**config.mk**
```make
export PLATFORM = sky130hd
export DESIGN_NAME = dma_copy_engine
export DESIGN_NICKNAME = d
export VERILOG_FILES = /design/src/rtl/dma_pkg.sv /design/src/rtl/dma_copy_engine.sv
export SDC_FILE = /design/constraint.sdc
export NUM_CORES = 1
export LEC_CHECK = 0
export ABC_CLOCK_PERIOD_IN_PS = 5700
export CORE_MARGIN = 5
export CORE_UTILIZATION = 54
export CTS_BUF_LIST = sky130_fd_sc_hd__clkbuf_16
export DETAILED_ROUTE_END_ITERATION = 10
export HOLD_SLACK_MARGIN = 0.03
export PLACE_DENSITY = 0.87
export SLEW_MARGIN = 0
export SYNTH_ARGS = -nofsm -noshare
export SYNTH_HDL_FRONTEND = slang
export SYNTH_SLANG_ARGS = --single-unit
export TNS_END_PERCENT = 10
```
**constraint.sdc**
```tcl
create_clock -name clk -period 5.7 [get_ports clk]
set_input_delay 1.14 -clock clk [delete_from_list [all_inputs] [get_ports clk]]
set_output_delay 1.14 -clock clk [all_outputs]
set_load 0.05 [all_outputs]
```
**src/rtl/dma_pkg.sv**
```systemverilog
// Shared types and constants for the DMA copy engine.
// Latency: none (declarations only).
// Backpressure: none (declarations only).
package dma_pkg;

  // FSM encoding is fixed so that state values stay stable across revisions.
  typedef enum logic [1:0] {
    S_IDLE = 2'd0,
    S_RD   = 2'd1,
    S_WR   = 2'd2,
    S_DONE = 2'd3
  } state_t;

  // Each transferred word advances a pointer by this many bytes.
  localparam int WORD_BYTES = 4;

  // A byte address is usable only when it points at a word boundary.
  function automatic logic is_word_aligned(input logic [1:0] lsbs);
    return (lsbs == 2'b00);
  endfunction

endpackage

```
**src/rtl/dma_copy_engine.sv**
```systemverilog
// Word-by-word memory-to-memory copier that drives the data-memory port like the CPU.
// Latency: start at edge k -> first read cycle k+1, last write cycle k+2N, done in cycle k+2N+1.
// Backpressure: none; the port owner is chosen externally and start is ignored outside IDLE.
module dma_copy_engine
  import dma_pkg::*;
#(
  parameter int LEN_W  = 8,
  parameter int ADDR_W = 32
) (
  input  logic              clk,
  input  logic              reset,
  input  logic              start,
  input  logic [ADDR_W-1:0] src_addr,
  input  logic [ADDR_W-1:0] dst_addr,
  input  logic [LEN_W-1:0]  word_count,
  output logic              busy,
  output logic              done,
  output logic              error,
  output logic              mem_we,
  output logic [ADDR_W-1:0] mem_address,
  output logic [31:0]       mem_wd,
  input  logic [31:0]       mem_rd
);

  localparam logic [ADDR_W-1:0] PTR_STEP = ADDR_W'(WORD_BYTES);
  localparam logic [LEN_W-1:0]  ONE_WORD = LEN_W'(1);

  state_t            state;
  state_t            state_nxt;
  logic [ADDR_W-1:0] src_ptr;
  logic [ADDR_W-1:0] dst_ptr;
  logic [LEN_W-1:0]  remaining;
  logic [31:0]       data_reg;

  logic misaligned;
  logic last_word;

  // Request qualification: either address off a word boundary aborts before any access.
  assign misaligned = !is_word_aligned(src_addr[1:0]) || !is_word_aligned(dst_addr[1:0]);
  assign last_word  = (remaining == ONE_WORD);

  // State register; reset drops straight back to IDLE so no further write can issue.
  always_ff @(posedge clk or posedge reset) begin
    if (reset) begin
      state <= S_IDLE;
    end else begin
      state <= state_nxt;
    end
  end

  // Next-state logic and memory-port drive; outputs are pure functions of state and registers.
  always_comb begin
    state_nxt   = state;
    busy        = 1'b0;
    done        = 1'b0;
    mem_we      = 1'b0;
    mem_address = '0;
    mem_wd      = '0;
    unique case (state)
      S_IDLE: begin
        if (start) begin
          if (misaligned) begin
            state_nxt = S_DONE;
          end else if (word_count == '0) begin
            state_nxt = S_DONE;
          end else begin
            state_nxt = S_RD;
          end
        end
      end
      S_RD: begin
        busy        = 1'b1;
        mem_address = src_ptr;
        state_nxt   = S_WR;
      end
      S_WR: begin
        busy        = 1'b1;
        mem_we      = 1'b1;
        mem_address = dst_ptr;
        mem_wd      = data_reg;
        state_nxt   = last_word ? S_DONE : S_RD;
      end
      S_DONE: begin
        done      = 1'b1;
        state_nxt = S_IDLE;
      end
      default: begin
        state_nxt = S_IDLE;
      end
    endcase
  end

  // Datapath: latch the request in IDLE, capture read data in RD, advance pointers/count in WR.
  always_ff @(posedge clk or posedge reset) begin
    if (reset) begin
      src_ptr   <= '0;
      dst_ptr   <= '0;
      remaining <= '0;
      data_reg  <= '0;
      error     <= 1'b0;
    end else begin
      unique case (state)
        S_IDLE: begin
          if (start) begin
            src_ptr   <= src_addr;
            dst_ptr   <= dst_addr;
            remaining <= word_count;
            // A new accepted request replaces any stale error flag.
            error     <= misaligned;
          end
        end
        S_RD: begin
          data_reg <= mem_rd;
          src_ptr  <= src_ptr + PTR_STEP;
        end
        S_WR: begin
          dst_ptr   <= dst_ptr + PTR_STEP;
          remaining <= remaining - ONE_WORD;
        end
        default: begin
        end
      endcase
    end
  end

endmodule

```
==> out/results.ini, run 1 <==
[run_status]
status=finished, final reports clean

[layout]
diodes=0
drive_gt1_share_pct=7.750
area_delta_synth_final_pct=30.04
nNetsFinal=1040
fillers=988
final_cell_mix=clkdlybuf4s50_1 (174), dfrtp_1 (107), nand2_1 (70), a21oi_1 (48), nand3_1 (45)
layout_commonest_cell=clkdlybuf4s50_1

[setup_path]
cp_max_fo=54
crit_arrival_ns=3.14
crit_type=register to primary output
cp_data_required_time_ns=4.56
crit_path_end_kind=primary output
startpoint_type=register
reg2reg_from=state[0]
cp-startpoint=state[0]

[job]
drv_cap=0

[sta]
hold_ws_ns=0.5002
finalCriticalPeriod_ns=4.285
fmax_mhz=233.4
final.setup.tns_ns=0
grt_setup_unrepaired=false
period_share_pct=75.17
slew_viol_final=0
maxSlewHeadroom_pct=23.73
setup_violations=0
tightestPinTransition_ns=1.120
hold_violations=0
clock_skew_ns=0.005421

[placed_design]
portBuffers=174
place_hpwl_um=16260
gp_congestion=0.9331

[clocking]
clkTransAtPathRegs_ns=0.08
cts.repair.resized=0
cts_buffers=9
cts_buffer_depth=2
clk_latency_ns=0.36
cts_tree=built
postCtsSetupBuffers=0
cts-root-buf=clkbuf_16
clock-sinks=107
hold_buffers=0
cts-htree-levels=3

[synthesis]
ys_seq_elements=107
avgSynthCellArea_um2=8.718
synth_ff_type=dfrtp_1
ys_warn_count=0
synth_cells=796
synth_cell_types=60
yosysSeqAreaShare_pct=38.59
synthesis.area_um2=6939
async_reset_ff_share_pct=100.0
synth_fp_nets=912
synth-edff-count=0

[global_route]
antenna_found_initial=0
grt_first_pass_wirelength_um=35760
grtUsageTotal_pct=29.82
grt_start_max_net_pins=82
grt_pass1_vias=6690
grt_overflow=0

[route]
first_pass_iters=6
drc=0
vias=7184
avgRoutedWirePerCell_um=20.78
route.met3.wl_um=2863
detail-route-antenna-nets=0
routed_wl_um=22880
wl_met1_um=8909
viasPerCell=6.525
highest_layer=met4
drt_iter0_markers=1172
met2_length_um=10410

[die]
start_util_pct=54.99
die_w_um=123.4
die-area_um2=15220
core_um2=12620
ios=175
core.rowCount=41
die_h_um=123.4

[hold_path]
holdCritPathClass=register to register
worstHoldStart=src_ptr[1]

[power]
power.total_mw=6.073
irDropWorstVdd_uv=454.9
cellPowerDensity_nw_per_um2=673.0
power_leakage_nw=3.422

per-stage QoR:
step,util (%),std cells,setup WS (ns),cell area [um2]
global route,71.51,1101,1.188,9024
floorplan,-,796,1.555,6939
detailed placement,68.99,1085,1.847,8706
global placement,68.99,1085,1.922,8706
CTS,71.51,1101,1.435,9024
finish,71.51,1101,1.415,9024
synth_stat cells, drive strengths merged (3+ instances only):
| master | number | area, um2 |
|---|---|---|
| a211oi | 8 | 60.06 |
| a21boi | 12 | 90.09 |
| a21oi | 48 | 240.2 |
| a22oi | 25 | 187.7 |
| a311o | 3 | 30.03 |
| a311oi | 7 | 61.31 |
| a31oi | 7 | 43.79 |
| and2 | 40 | 250.2 |
| and3 | 26 | 162.7 |
| and4 | 7 | 61.31 |
| buf | 20 | 117.6 |
| clkbuf | 43 | 161.4 |
| dfrtp | 107 | 2678 |
| ha | 9 | 112.6 |
| inv | 14 | 52.55 |
| mux2 | 35 | 394.1 |
| mux2i | 17 | 170.2 |
| nand2 | 70 | 262.8 |
| nand2b | 3 | 18.77 |
| nand3 | 48 | 255.3 |
| nand4 | 24 | 150.1 |
| nor2 | 31 | 116.4 |
| nor2b | 22 | 137.6 |
| nor3 | 21 | 110.1 |
| nor3b | 3 | 22.52 |
| nor4 | 23 | 158.9 |
| o211ai | 6 | 45.04 |
| o21ai | 35 | 175.2 |
| o22a | 3 | 26.28 |
| o22ai | 22 | 137.6 |
| o2bb2a | 3 | 30.03 |
| o311a | 5 | 52.55 |
| o311ai | 6 | 52.55 |
| or3 | 17 | 107.6 |
| or4 | 6 | 45.04 |
kinds of logic (layout without fill, tap and decap cells):
| group | after synthesis | in the layout | share of synthesized area, % |
|---|---|---|---|
| compound gates | 203 | 203 | 19.33 |
| fa+ha+maj | 9 | 9 | 1.623 |
| buf+inv | 78 | 211 | 4.832 |
| flops | 107 | 107 | 38.59 |
| mux | 52 | 52 | 8.132 |
| simple gates | 347 | 347 | 27.50 |
power breakdown:
| group | internal, mW | switching [mW] | leakage (nW) |
|---|---|---|---|
| Combinational | 1.39 | 2.32 | 2.02 |
| Sequential | 1.16 | 0.535 | 1.24 |
| Clock | 0.356 | 0.323 | 0.158 |
cell type report:
cell class	instances	area [um2]	area share (%)
Sequential cell	107	2678	29.67
Clock buffer	9	225.2	2.496
Clock inverter	7	92.59	1.026
Tap cell	172	215.2	2.385
Inverter	15	58.81	0.6517
Multi-Input combinational cell	611	3968	43.97
Timing Repair Buffer	180	1787	19.80
worst max-delay path, stage by stage, from the launching register on:
cell and delay (ns):
dfrtp_1 0.43, inv_1 0.18, ha_4 0.54, buf_4 0.42
nand2_1 0.11, a21boi_0 0.23, clkdlybuf4s50_1 0.86
worst paths after layout:
check,to,depth (start not counted),slack [ns]
worst min-delay path,src_ptr[1],2,0.50
worst max-delay path,mem_address[23],6,1.42
max in group asynchronous,error,3,3.32
worst max register to register,dst_ptr[17],7,2.28
min in group asynchronous,data_reg[1],2,1.36
worst min register to register,src_ptr[1],2,0.50
metal layers:
layer | track usage, % | vias up
met4 | 9.066 | 0
met3 | 9.332 | 62
met1 | 39.27 | 3389
met2 | 47.20 | 485
met5 | 0 | -
li1 | - | 3248
No activity file was read; power rests on OpenSTA's default activity.
==> run 2: changes to the inputs <==
--- a/config.mk
+++ b/config.mk
@@ -5,13 +5,13 @@
 export SDC_FILE = /design/constraint.sdc
 export NUM_CORES = 1
 export LEC_CHECK = 0
-export ABC_CLOCK_PERIOD_IN_PS = 5700
+export ABC_CLOCK_PERIOD_IN_PS = 4470
 export CORE_MARGIN = 5
-export CORE_UTILIZATION = 54
+export CORE_UTILIZATION = 50
 export CTS_BUF_LIST = sky130_fd_sc_hd__clkbuf_16
 export DETAILED_ROUTE_END_ITERATION = 10
 export HOLD_SLACK_MARGIN = 0.03
-export PLACE_DENSITY = 0.87
+export PLACE_DENSITY = 0.81
 export SLEW_MARGIN = 0
 export SYNTH_ARGS = -nofsm -noshare
 export SYNTH_HDL_FRONTEND = slang
==> constraint.sdc (replaced) <==
create_clock -name clk -period 4.47 [get_ports clk]
set_input_delay 0.894 -clock clk [delete_from_list [all_inputs] [get_ports clk]]
set_output_delay 0.894 -clock clk [all_outputs]
set_load 0.05 [all_outputs]
==> run 2 against run 1 <==
Global-route usage is 2.9 points lower. Largest cell class unchanged. Critical path depth stayed put. Count of clock-buffer cells in the layout stayed put. Die area is 7.3% higher. Hold slack worse by 0.0012 ns. Highest routed layer unchanged. Clock skew is 0.00071 ns higher.
==> out/results.ini, run 2 (synthesis results as in run 1) <==
[sta]
worst_slack_ns=0.5427
slew_viol_final=0
hold_violations=0
tightestPinTransition_ns=1.089
final.setup.tns_ns=0
period_share_pct=87.86
setup_violations=0
clock_skew_ns=0.006128
grt_setup_unrepaired=false
finalCriticalPeriod_ns=3.927
hold_ws_ns=0.4990
fmax_mhz=254.6
maxSlewHeadroom_pct=25.83

[clocking]
cts-htree-levels=3
postCtsSetupBuffers=0
cts-root-buf=clkbuf_16
clock-sinks=107
clkTransAtPathRegs_ns=0.07
clk_latency_ns=0.36
cts_buffers=9
cts_tree=built
cts_buffer_depth=2
hold_buffers=0
cts.repair.resized=0

[power]
irDropWorstVdd_uv=494.9
power_leakage_nw=3.443
cellPowerDensity_nw_per_um2=852.4

[route]
wl_met1_um=8965
highest_layer=met4
routed_wl_um=22190
drt_iter0_markers=718
met2_length_um=10220
vias=6928
avgRoutedWirePerCell_um=19.96
detail-route-antenna-nets=0
route.met3.wl_um=2472
viasPerCell=6.230
drc=0
first_pass_iters=5

[setup_path]
reg2reg_slack_ns=1.20
reg2reg_depth=7
crit_type=register to primary output
crit_arrival_ns=3.03
crit_path_end_kind=primary output
cp_max_fo=52
cp_data_required_time_ns=3.58
timing.rr.end=dst_ptr[28]
reg2reg_from=state[0]
startpoint_type=register

[placed_design]
portBuffers=174
place_hpwl_um=15980
post-place-ws_ns=1.004
gp_congestion=0.9111

[job]
drv_cap=0

[die]
die_w_um=127.8
core_um2=13720
ios=175
core.rowCount=43
start_util_pct=50.58
die_h_um=127.8
die-area_um2=16330

[global_route]
antenna_found_initial=0
grt_first_pass_wirelength_um=35040
grt_pass1_vias=6587
grtUsageTotal_pct=26.88
grt_start_max_net_pins=56
grt_overflow=0

[hold_path]
holdCritPathClass=register to register
min_to=data_reg[29]
hold_path_depth=1
worstHoldStart=data_reg[29]

[layout]
nNetsFinal=1043
area_delta_synth_final_pct=30.83
final_cell_mix=clkdlybuf4s50_1 (174), dfrtp_1 (107), nand2_1 (70), a21oi_1 (48), nand3_1 (45)
diodes=0
layout_commonest_cell=clkdlybuf4s50_1
drive_gt1_share_pct=7.833

[run_status]
status=finished, final reports clean

==> run 2: layer usage <==
metal / GRT usage, % / vias up
met4: 9.925 / 0
met1: 35.33 / 3273
met3: 9.000 / 41
met5: 0 / -
li1: - / 3257
met2: 41.37 / 357
==> run 2: where the power goes <==
part / internal, mW / leakage, nW / total (mW) / switching [mW]
Combinational: 1.79 / 2.05 / 4.74 / 2.94
Clock: 0.490 / 0.155 / 0.865 / 0.375
Sequential: 1.47 / 1.24 / 2.14 / 0.662
==> run 2: worst max-delay path by stage <==
stage,from,endpoint,slack [ns],cells past startpoint
global route,state[0],mem_address[26],0.43,6
floorplan,state[0],mem_address[27],0.57,7
detailed placement,state[0],mem_address[26],1.00,6
finish,state[0],mem_address[26],0.54,6
CTS,state[0],mem_address[26],0.61,6
global placement,state[0],mem_address[26],1.01,5
==> run 2: metrics by stage <==
stage	utilization (%)	cell area, um2	total power, mW	cells
final	66.17	9079	7.739	1112
after global routing	66.17	9079	8.233	1112
after CTS	66.17	9079	7.718	1112
after detailed placement	63.88	8763	6.836	1096
after global placement	63.88	8763	6.750	1096
after floorplan	-	6939	5.378	796
==> run 2: final cells by class <==
cell class	count	area (um2)
Clock buffer	9	225.2
Clock inverter	7	90.09
Fill cell	1141	4641
Inverter	15	58.81
Multi-Input combinational cell	611	3968
Sequential cell	107	2678
Tap cell	180	225.2
Timing Repair Buffer	183	1834
==> run 2: worst max-delay path: stages (launching register included) <==
cell and delay (ns):
dfrtp_1 0.43, inv_1 0.18, ha_4 0.45, buf_12 0.29
nand2_1 0.12, a21boi_0 0.31, clkdlybuf4s50_1 0.88
==> run 3: changes to the inputs <==
--- a/config.mk
+++ b/config.mk
@@ -5,7 +5,6 @@
 export SDC_FILE = /design/constraint.sdc
 export NUM_CORES = 1
 export LEC_CHECK = 0
-export ABC_CLOCK_PERIOD_IN_PS = 4470
 export CORE_MARGIN = 5
 export CORE_UTILIZATION = 50
 export CTS_BUF_LIST = sky130_fd_sc_hd__clkbuf_16
==> results of run 3 <==
Final layout, timing and power as in run 2 (identical DEF).
